[src/rtl/otp_seq_ctrl.sv]
// otp_seq_ctrl: req/ack sequencer that drives the OTP byte macro pins through timed phases.
// Optional program-verify read pass is enabled by defining OTP_SEQ_VERIFY_EN.

module otp_seq_ctrl #(
   parameter int unsigned T_SETUP = 4,
   parameter int unsigned T_START = 320,
   parameter int unsigned T_PROG  = 15000,
   parameter int unsigned T_READ  = 120,
   parameter int unsigned T_HOLD  = 60,
   parameter int unsigned T_GAP   = 60
) (
   input  logic       CLK,
   input  logic       RST,
   input  logic       req,
   input  logic       we,
   input  logic [6:0] addr,
   input  logic [7:0] wdata,
   output logic       ack,
   output logic       busy,
   output logic [7:0] rdata,
   output logic       err,
   output logic       VPP,
   output logic       CS,
   output logic       PROG,
   output logic       READ,
   output logic [6:0] ADR,
   output logic [7:0] DIN,
   input  logic [7:0] DO
);

   typedef enum logic [2:0] {
      S_IDLE,
      S_SETUP,
      S_START,
      S_PULSE,
      S_HOLD,
      S_GAP,
      S_DONE
   } state_t;

   localparam logic [15:0] L_SETUP = 16'(T_SETUP - 1);
   localparam logic [15:0] L_START = 16'(T_START - 1);
   localparam logic [15:0] L_PROG  = 16'(T_PROG - 1);
   localparam logic [15:0] L_READ  = 16'(T_READ - 1);
   localparam logic [15:0] L_HOLD  = 16'(T_HOLD - 1);
   localparam logic [15:0] L_GAP   = 16'(T_GAP - 1);

   state_t      r_state;
   logic [15:0] r_cnt;
   logic        r_opWe;
   logic        r_verify;
`ifdef OTP_SEQ_VERIFY_EN
   logic        r_mismatch;
`endif

   state_t      w_state;
   logic [15:0] w_cnt;
   logic        w_verify;
   logic        w_phaseEnd;
   logic        w_isProg;
   logic        w_accept;
   logic        w_capture;
   logic        w_busy;
   logic        w_vpp;
   logic        w_cs;
   logic        w_prog;
   logic        w_read;
   logic        w_ack;

   // The verify pass reuses the read path, so a pulse is a program pulse only on the first pass.
   assign w_phaseEnd = (r_cnt == 16'd0);
   assign w_isProg   = r_opWe & ~r_verify;
   assign w_accept   = (r_state == S_IDLE) && req;
   assign w_capture  = (r_state == S_PULSE) && w_phaseEnd && !w_isProg;

   always_comb begin
      w_state  = r_state;
      w_cnt    = r_cnt;
      w_verify = r_verify;
      if (!w_phaseEnd) begin
         w_cnt = r_cnt - 16'd1;
      end
      case (r_state)
         S_IDLE: begin
            if (req) begin
               w_state  = S_SETUP;
               w_cnt    = L_SETUP;
               w_verify = 1'b0;
            end
         end
         S_SETUP: begin
            if (w_phaseEnd) begin
               w_state = S_START;
               w_cnt   = L_START;
            end
         end
         S_START: begin
            if (w_phaseEnd) begin
               w_state = S_PULSE;
               w_cnt   = w_isProg ? L_PROG : L_READ;
            end
         end
         S_PULSE: begin
            if (w_phaseEnd) begin
               w_state = S_HOLD;
               w_cnt   = L_HOLD;
            end
         end
         S_HOLD: begin
            if (w_phaseEnd) begin
               w_state = S_GAP;
               w_cnt   = L_GAP;
            end
         end
         S_GAP: begin
            if (w_phaseEnd) begin
               w_state = S_DONE;
               w_cnt   = 16'd0;
`ifdef OTP_SEQ_VERIFY_EN
               if (w_isProg) begin
                  w_state  = S_SETUP;
                  w_cnt    = L_SETUP;
                  w_verify = 1'b1;
               end
`endif
            end
         end
         S_DONE: begin
            w_state = S_IDLE;
            w_cnt   = 16'd0;
         end
         default: begin
            w_state = S_IDLE;
            w_cnt   = 16'd0;
         end
      endcase

      // Pin values are decoded from the next state so every output leaves a flop.
      w_busy = (w_state != S_IDLE);
      w_vpp  = w_state inside {S_SETUP, S_START, S_PULSE, S_HOLD};
      w_cs   = w_state inside {S_START, S_PULSE, S_HOLD};
      w_prog = (w_state == S_PULSE) && w_isProg;
      w_read = (w_state == S_PULSE) && !w_isProg;
      w_ack  = (w_state == S_DONE);
   end

   always_ff @(posedge CLK) begin
      if (!RST) begin
         r_state    <= S_IDLE;
         r_cnt      <= 16'd0;
         r_opWe     <= 1'b0;
         r_verify   <= 1'b0;
         ack        <= 1'b0;
         busy       <= 1'b0;
         rdata      <= 8'd0;
         err        <= 1'b0;
         VPP        <= 1'b0;
         CS         <= 1'b0;
         PROG       <= 1'b0;
         READ       <= 1'b0;
         ADR        <= 7'd0;
         DIN        <= 8'd0;
`ifdef OTP_SEQ_VERIFY_EN
         r_mismatch <= 1'b0;
`endif
      end else begin
         r_state  <= w_state;
         r_cnt    <= w_cnt;
         r_verify <= w_verify;
         ack      <= w_ack;
         busy     <= w_busy;
         VPP      <= w_vpp;
         CS       <= w_cs;
         PROG     <= w_prog;
         READ     <= w_read;
         if (w_accept) begin
            r_opWe <= we;
            ADR    <= addr;
            DIN    <= wdata;
         end
         if (w_capture) begin
            rdata <= DO;
         end
`ifdef OTP_SEQ_VERIFY_EN
         if (w_accept) begin
            err <= 1'b0;
         end
         if (w_capture) begin
            r_mismatch <= (DO != DIN);
         end
         if ((r_state == S_GAP) && (w_state == S_DONE) && r_verify && r_mismatch) begin
            err <= 1'b1;
         end
`endif
      end
   end

endmodule

[config.mk]
export PLATFORM = sky130hd
export DESIGN_NAME = otp_seq_ctrl
export DESIGN_NICKNAME = d
export VERILOG_FILES = /design/src/rtl/otp_seq_ctrl.sv
export SDC_FILE = /design/constraint.sdc
export NUM_CORES = 1
export LEC_CHECK = 0
export CELL_PAD_IN_SITES_DETAIL_PLACEMENT = 1
export CELL_PAD_IN_SITES_GLOBAL_PLACEMENT = 1
export CORE_MARGIN = 1.5
export CORE_UTILIZATION = 25
export CTS_BUF_LIST = sky130_fd_sc_hd__clkbuf_16
export DETAILED_ROUTE_END_ITERATION = 8
export PLACE_DENSITY_LB_ADDON = 0.1
export RECOVER_POWER = 100
export REMOVE_ABC_BUFFERS = 1
export SLEW_MARGIN = 20
export SYNTH_ARGS = -nofsm -noshare
export SYNTH_HDL_FRONTEND = slang
export SYNTH_SLANG_ARGS = --single-unit
[constraint.sdc]
create_clock -name CLK -period 2.3 [get_ports CLK]
set_input_delay 0.345 -clock CLK [delete_from_list [all_inputs] [get_ports CLK]]
set_output_delay 0.345 -clock CLK [all_outputs]
set_load 0.005 [all_outputs]
== Word level (Yosys, flattened, before mapping) ==
Index checks and enable logic that the tools add are counted.
W data, S select, Z words.
Operators by class
  add/subtract/negate cells: 1
  equality and inequality tests: 10
  muxes and demuxes: 15
  reductions and logical operators: 12
Operators with widths (count)
  $mux W16: 6
  $pmux W16 S5: 1
  $mux W3: 6
  $pmux W3 S6: 1
  $logic_not A16 Y1: 1
  $sub A16 B1 Y16 const B: 1
  $mux W14: 1
  $eq A3 B2 Y1 const B: 4
  $eq A3 B3 Y1 const B: 4
  $eq A3 B1 Y1 const B: 2
  $reduce_bool A3 Y1: 2
  $logic_and A1 B1 Y1: 5
  $reduce_bool A4 Y1: 1
  $logic_not A3 Y1: 1
  $reduce_or A2 Y1: 1
  $logic_not A1 Y1: 1
Storage, ports and cells
  bits in registers: 49
  input bits: 27
  output and inout port bits: 30
  word-level logic and storage cells: 50

== Depth between registers and ports, before layout ==
Gate-level depths: netlist of the first run.
  word-level depth: 5
  gate-level depth with buffers: 11
  depth with buffers taken out: 11

== Worst setup path before layout of the first run ==
OpenSTA, ideal clock, no wires.
  kind: reg2reg
  from: register r_cnt[13]
  to: register r_cnt[0]
  library setup time: 0.059 ns
  data arrival time: 1.951 ns
  required time: 2.241 ns
  path slack: 0.290 ns
  cell stages (with the launch flop): 10
  path buffers: 0
  clock period less this slack: 2.010 ns
  cells stage by stage: dfxtp_1 -> nor4_4 -> nand4b_4 -> nor2_4 -> inv_2 -> ha_1 -> a211oi_1 -> a21oi_1 -> o32ai_1 -> and2_1
On the way
  longest elaborated chain between the ends: 4
  elaborated cells between the ends (all ways): 8
  classes of those cells: mux (7); reduce/logical (1)
RTL lines
  start: declaration: line 49  | logic [15:0] r_cnt;
  start signal: assignment: line 168  | r_cnt <= w_cnt;
  $logic_not A16 Y1 *: line 71  | assign w_phaseEnd = (r_cnt == 16'd0);
  $mux W16: line 80  | if (!w_phaseEnd) begin
  $mux W16 (on tied branches)
  $pmux W16 S5 *: line 83  | case (r_state)
Mark *: on every way between the ends. The rest lies on a longest branch, timed or not.
A chain may end at the register's enable or synchronous reset.

== Final worst setup path of the first run ==
  from: register r_cnt[13]
  to: register r_cnt[13]
On the way
  longest elaborated chain between the ends: 4
  elaborated cells between the ends (all ways): 9
  classes of those cells: add/sub (1); mux (7); reduce/logical (1)
RTL lines (line)
  $sub A16 B1 Y16 / $logic_not A16 Y1 (equally long branches): 81, 71
  $mux W16: 80
  $mux W16 (on tied branches)
  $pmux W16 S5 *: 83
Marks and branches as above.

==> results.sh, run 1 <==
export IMPL_hpwl_um=5470
export IMPL_die_area_sq_um=10400
export IMPL_htreeDepth=2
export IMPL_final_antenna_net_count=0
export IMPL_initial_core_util_pct=26.0
export IMPL_end_kind="flop"
export IMPL_grt_pass1_vias=2296
export IMPL_rsz0062_at_grt="no"
export IMPL_drt_first_pass_iters=4
export IMPL_layout_setup_ws_ps=245
export IMPL_powerDensity_nw_per_um2=1320
export IMPL_rrSetupSlack_ps=250
export IMPL_diodes=0
export IMPL_crit_fanout=8
export IMPL_wl_per_cell_um=15.2
export IMPL_critical_path_startpoint="r_cnt[13]$_SDFF_PN0_"
export IMPL_fmax_mhz=487
export IMPL_synth_compound_area_share_pct=19.3
export IMPL_crit_required_ps=2460
export IMPL_clk_pin_slew_ps=70
export IMPL_synthAdderAreaFrac_pct=2.05
export IMPL_final_cell_mix="dfxtp_1 (49), nand2_1 (42), dlygate4sd3_1 (29), clkdlybuf4s50_1 (26), nor2_1 (18)"
export IMPL_grt_met1_usage_pct=19.8
export IMPL_crit_type="reg2reg"
export IMPL_ys_warn_count=0
export IMPL_detail_route_vias_per_cell=4.67
export IMPL_cpPeakStageDelay_ps=400
export IMPL_hold_path_class="reg2reg"
export IMPL_hold_buffers=0
export IMPL_r2r_cells=7
export IMPL_area_growth_pct=36.3
export IMPL_reg2reg_from="r_cnt[13]$_SDFF_PN0_"
export IMPL_numPortBuffers=55
export IMPL_clock_sinks=49
export IMPL_clockBufferDepth=2
export IMPL_avgSynthCellArea_sq_um=8.74
export IMPL_wl_um=7210
export IMPL_final_common_cell="dfxtp_1"
export IMPL_fin_skew_ps=6.14
export IMPL_cts_setup_buffers=0
export IMPL_worstPathArrival_ps=2210
export IMPL_use_met3_pct=2.69
export IMPL_drt_iter0_drc=65
export IMPL_drc_errors=0
export IMPL_fp_coreArea_sq_um=9370
export IMPL_drive_gt1_share_pct=9.30
export IMPL_seq_area_frac_synth_pct=40.2
export IMPL_pre_cts_slack_ps=295
export IMPL_gp_congestion=0.817
export IMPL_grt_first_pass_wirelength_um=12000
export IMPL_start_kind="flop"
export IMPL_min_period_ps=2050
export IMPL_ys_ff_latch=49
export IMPL_num_fill_cells=1127
export IMPL_crit_chain="nor4_4 -> nand4b_2 -> nor2_4 -> inv_1 -> clkbuf_1 -> a32oi_2 -> o21ai_0"
export IMPL_grt_max_degree=23
export IMPL_r2r_end="r_cnt[13]$_SDFF_PN0_"
export IMPL_synth_ff_type="dfxtp_1"
export IMPL_drv_slew=0
export IMPL_hold_viol=0
export IMPL_rows=35
export IMPL_crit_family="simple AND/OR/NAND/NOR gates"
export IMPL_crit_slowest_cell="a32oi_2"
export IMPL_grt_overflow_total=0
export IMPL_pin_count=57
export IMPL_hold_path_end="ADR[2]$_SDFFE_PN0P_"
export IMPL_ys_types=56
export IMPL_vias=2208
export IMPL_grt_busiest_layer="met2"
export IMPL_fin_crit_sh_pct=89.3
export IMPL_whs_ps=463
export IMPL_setup_viol=0
export IMPL_die_w_um=102
export IMPL_peakVddDrop_mv=0.434
export IMPL_min_delay_path_depth=2
export IMPL_power_leakage_nw=1.36
export IMPL_grt_usage_pct=15.0
export IMPL_clock_latency_ps=290
export IMPL_status="finished, final reports clean"
export IMPL_synth_xor_area_share_pct=3.23
export IMPL_antenna_found_initial=0
export IMPL_syn_cell_area_sq_um=2440
export IMPL_yosys_area_share_simple_pct=27.5
export IMPL_root_buffer="clkbuf_16"
export IMPL_die_height_um=102
export IMPL_synth_edff_count=0
export IMPL_synth_cells=279
export IMPL_synth_top_family_by_area="simple AND/OR/NAND/NOR gates"
export IMPL_fin_setup_tns_ps=0
export IMPL_cts_tree="yes"
export IMPL_hold_start="ADR[2]$_SDFFE_PN0P_"
export IMPL_post_cts_resized=0
export IMPL_maxCapViolations=0
export IMPL_async_flop_share_pct=0
export IMPL_crit_buf_inv=2
export IMPL_use_met2_pct=25.3
export IMPL_fin_nets=374
export IMPL_synth_mux_area_share_pct=3.69
export IMPL_cts_buffers=5
-- cells in the mapped netlist (6+ instances only) --
| cell type | number | area (sq um) |
|---|---|---|
| a21oi_1 | 14 | 70.1 |
| nor2_1 | 18 | 67.6 |
| mux2i_1 | 9 | 90.1 |
| nor3_1 | 6 | 30.0 |
| o21ai_0 | 9 | 45.0 |
| dfxtp_1 | 49 | 981 |
| nand2_1 | 42 | 158 |
| nand3_1 | 7 | 35.0 |
| a21boi_0 | 15 | 113 |
| and2_1 | 6 | 37.5 |
| inv_1 | 7 | 26.3 |
| nor2b_1 | 9 | 56.3 |
| clkbuf_1 | 9 | 33.8 |
-- power by group --
part           leakage (nW)  internal, mW  switching, mW
logic                 0.873         0.966           1.30
clock network        0.0842         0.516          0.342
registers             0.400          1.04          0.216
-- how the worst max path moves through the flow --
stage                           end  slack, ps  depth (start not counted)
6_report       r_cnt[13]$_SDFF_PN0_        250                          7
5_1_grt         r_cnt[9]$_SDFF_PN0_         60                          7
4_1_cts        r_cnt[13]$_SDFF_PN0_        250                          7
3_5_place_dp   r_cnt[13]$_SDFF_PN0_        300                          7
3_3_place_gp    r_cnt[0]$_SDFF_PN0_        280                          9
2_1_floorplan   r_cnt[0]$_SDFF_PN0_        280                          9
-- tightest hold or removal path, stage by stage, from the launching register on --
cell      delay (ps)
dfxtp_1          310
nand2_1           50
a21boi_0          60
-- registers in the layout, summed over array words and instances, names as in the netlist --
name and cells:
ADR 7, PROG 1, busy 1, VPP 1, ack 1, READ 1
r_opWe 1, CS 1, DIN 8, r_cnt 16, r_state 3, rdata 8
-- through the flow --
step	util, %	cells	instance area, sq um	power [mW]
after floorplan	-	266	2380	2.84
after global placement	34.2	465	3200	3.72
after detailed placement	34.2	465	3200	3.71
after CTS	36.0	473	3370	4.60
after global routing	35.5	473	3320	4.75
final	35.5	473	3320	4.38
-- cell families (layout without fill, tap and decap cells) --
logic type | count (synthesis) | in the layout
xor+xnor | 9 | 9
simple gates | 118 | 118
mux | 9 | 9
buf+inv | 21 | 86
flops | 49 | 49
compound gates | 68 | 68
other cells | 1 | 1
fa+ha+maj | 4 | 4
-- layer usage --
| metal | share of wire [%] | wire, um |
|---|---|---|
| met5 | 0 | 0 |
| met4 | 0.89 | 64 |
| met3 | 3.9 | 283 |
| met2 | 50 | 3580 |
| met1 | 46 | 3290 |
-- cell type report --
class,instances,area (sq um),share of cell area [%]
sequential,49,981,29.5
clock inverter,3,43.8,1.32
tap,129,161,4.86
clock buffer,5,125,3.76
inverter,8,30.0,0.903
multi-input combinational,209,1340,40.4
timing repair buffer,70,641,19.3
No activity file was read; power rests on OpenSTA's default activity.
==> inputs of run 2 (changes only) <==
==> constraint.sdc (replaced) <==
create_clock -name CLK -period 2.3 [get_ports CLK]
set_input_delay 0.345 -clock CLK [delete_from_list [all_inputs] [get_ports CLK]]
set_output_delay 0.345 -clock CLK [all_outputs]
set_load 0.02 [all_outputs]
==> results of run 2 <==
Same layout as run 1 (identical final DEF). Status: finished, final reports clean.
Among the figures that moved: total power 4.38 mW -> 4.45 mW; worst IR drop on VDD 0.434 mV -> 0.435 mV
==> inputs of run 3 (changes only) <==
--- a/config.mk
+++ b/config.mk
@@ -7,7 +7,6 @@
 export LEC_CHECK = 0
 export CELL_PAD_IN_SITES_DETAIL_PLACEMENT = 1
 export CELL_PAD_IN_SITES_GLOBAL_PLACEMENT = 1
-export CORE_MARGIN = 1.5
 export CORE_UTILIZATION = 25
 export CTS_BUF_LIST = sky130_fd_sc_hd__clkbuf_16
 export DETAILED_ROUTE_END_ITERATION = 8
==> results.sh, run 3 (same netlist as run 1, synthesis figures left out) <==
export IMPL_status="finished, final reports clean"
export IMPL_num_fill_cells=1099
export IMPL_p_seq_share_pct=27.9
export IMPL_end_kind="flop"
export IMPL_fp_coreArea_sq_um=9330
export IMPL_clockBufferDepth=2
export IMPL_relSlewSlack_pct=62.8
export IMPL_cts_setup_buffers=0
export IMPL_initial_core_util_pct=26.2
export IMPL_area_growth_pct=36.6
export IMPL_power_leakage_nw=1.36
export IMPL_maxCapViolations=0
export IMPL_largest_register="r_cnt"
export IMPL_rsz0062_at_grt="no"
export IMPL_hpwl_um=5220
export IMPL_switching_share_pct=43.1
export IMPL_final_cell_mix="dfxtp_1 (49), nand2_1 (42), dlygate4sd3_1 (29), clkdlybuf4s50_1 (26), nor2_1 (18)"
export IMPL_vias=2219
export IMPL_diodes=0
export IMPL_grt_overflow_total=0
export IMPL_numPortBuffers=55
export IMPL_detail_route_vias_per_cell=4.71
export IMPL_fin_nets=372
export IMPL_final_common_cell="dfxtp_1"
export IMPL_hold_buffers=0
export IMPL_largest_reg_flops=16
export IMPL_die_area_sq_um=10200
export IMPL_fin_crit_sh_pct=89.6
export IMPL_worst_pin_slew_ps=553
export IMPL_final_seq_area_sq_um=981
export IMPL_pin_count=57
export IMPL_drv_slew=0
export IMPL_final_antenna_net_count=0
export IMPL_fmax_mhz=485
export IMPL_gp_congestion=0.748
export IMPL_comb_power_share_pct=52.8
export IMPL_crit_fanout=8
export IMPL_hold_path_class="reg2reg"
export IMPL_cts_tree="yes"
export IMPL_whs_ps=460
export IMPL_clock_latency_ps=290
export IMPL_multi_input_area_sq_um=1350
export IMPL_worstPathArrival_ps=2240
export IMPL_root_buffer="clkbuf_16"
export IMPL_grt_max_degree=23
export IMPL_wl_per_cell_um=14.8
export IMPL_reg_top3="r_cnt: 16 flops, DIN: 8 flops, rdata: 8 flops"
export IMPL_pwr_share_clk_pct=19.3
export IMPL_grt_first_pass_wirelength_um=11400
export IMPL_drive_gt1_share_pct=9.94
export IMPL_fin_setup_tns_ps=0
export IMPL_clock_sinks=49
export IMPL_crit_type="reg2reg"
export IMPL_drt_iter0_drc=55
export IMPL_htreeDepth=2
export IMPL_crit_required_ps=2480
export IMPL_start_kind="flop"
export IMPL_p_int_mw=2.54
export IMPL_post_route_util_pct=35.7
export IMPL_wl_um=6950
export IMPL_powerDensity_nw_per_um2=1340
export IMPL_antenna_found_initial=0
export IMPL_fin_skew_ps=11.7
export IMPL_min_period_ps=2060
export IMPL_clk_pin_slew_ps=70
export IMPL_die_w_um=101
export IMPL_drt_first_pass_iters=4
export IMPL_post_cts_resized=0
export IMPL_rows=35
export IMPL_grt_pass1_vias=2196
export IMPL_die_height_um=101
export IMPL_drc_errors=0
export IMPL_p_sw_mw=1.93
export IMPL_setup_viol=0
export IMPL_cts_buffers=5
export IMPL_grt_usage_pct=14.7
export IMPL_peakVddDrop_mv=0.473
export IMPL_hold_viol=0
[run 3: final timing paths]
| kind | start | cells past startpoint | end | slack (ps) |
|---|---|---|---|---|
| setup / recovery | r_cnt[5]$_SDFF_PN0_ | 5 | rdata[1]$_SDFFE_PN0P_ | 240 |
| hold / removal | ADR[4]$_SDFFE_PN0P_ | 2 | ADR[4]$_SDFFE_PN0P_ | 460 |
| setup reg to reg | r_cnt[5]$_SDFF_PN0_ | 5 | rdata[1]$_SDFFE_PN0P_ | 240 |
| hold reg to reg | ADR[4]$_SDFFE_PN0P_ | 2 | ADR[4]$_SDFFE_PN0P_ | 460 |
[run 3: stage by stage]
| stage | area, sq um | cells | power [mW] | worst slack (ps) |
|---|---|---|---|---|
| after global placement | 3190 | 463 | 3.75 | 294 |
| after detailed placement | 3190 | 463 | 3.74 | 272 |
| after CTS | 3360 | 471 | 4.63 | 245 |
| after global routing | 3330 | 471 | 4.82 | 40.6 |
| final | 3330 | 471 | 4.46 | 239 |
| after floorplan | 2380 | 266 | 2.91 | 284 |
[run 3: worst max-delay path, cell delays in order (launching register included)]
cell and delay (ps):
dfxtp_1 370, or4_1 650, nor2_4 240, nand4_2 360
mux2i_1 270, nor2b_1 60
[run 3: cell type report]
class | instances | area share (%)
multi-input cells | 209 | 40.6
flip-flops and latches | 49 | 29.4
repair buffers | 68 | 19.0
well taps | 129 | 4.84
clock buffers | 5 | 3.76
clock inverters | 3 | 1.39
inverters | 8 | 0.901
[run 3: routing by layer]
layer  share of wire [%]  track usage, %  vias up
li1                    -               -     1106
met1                  48            18.9     1078
met3                 2.7            3.05        4
met2                  49            24.8       31
met4                0.68            4.01        0
met5                   0               0        -
[run 3: power by group through the flow]
stage / Combinational [mW] / Clock, mW / Sequential, mW
floorplan: 1.59 / 0 / 1.32
global placement: 2.49 / 0 / 1.26
detailed placement: 2.48 / 0 / 1.27
CTS: 2.49 / 0.891 / 1.25
global route: 2.62 / 0.919 / 1.27
finish: 2.36 / 0.861 / 1.25
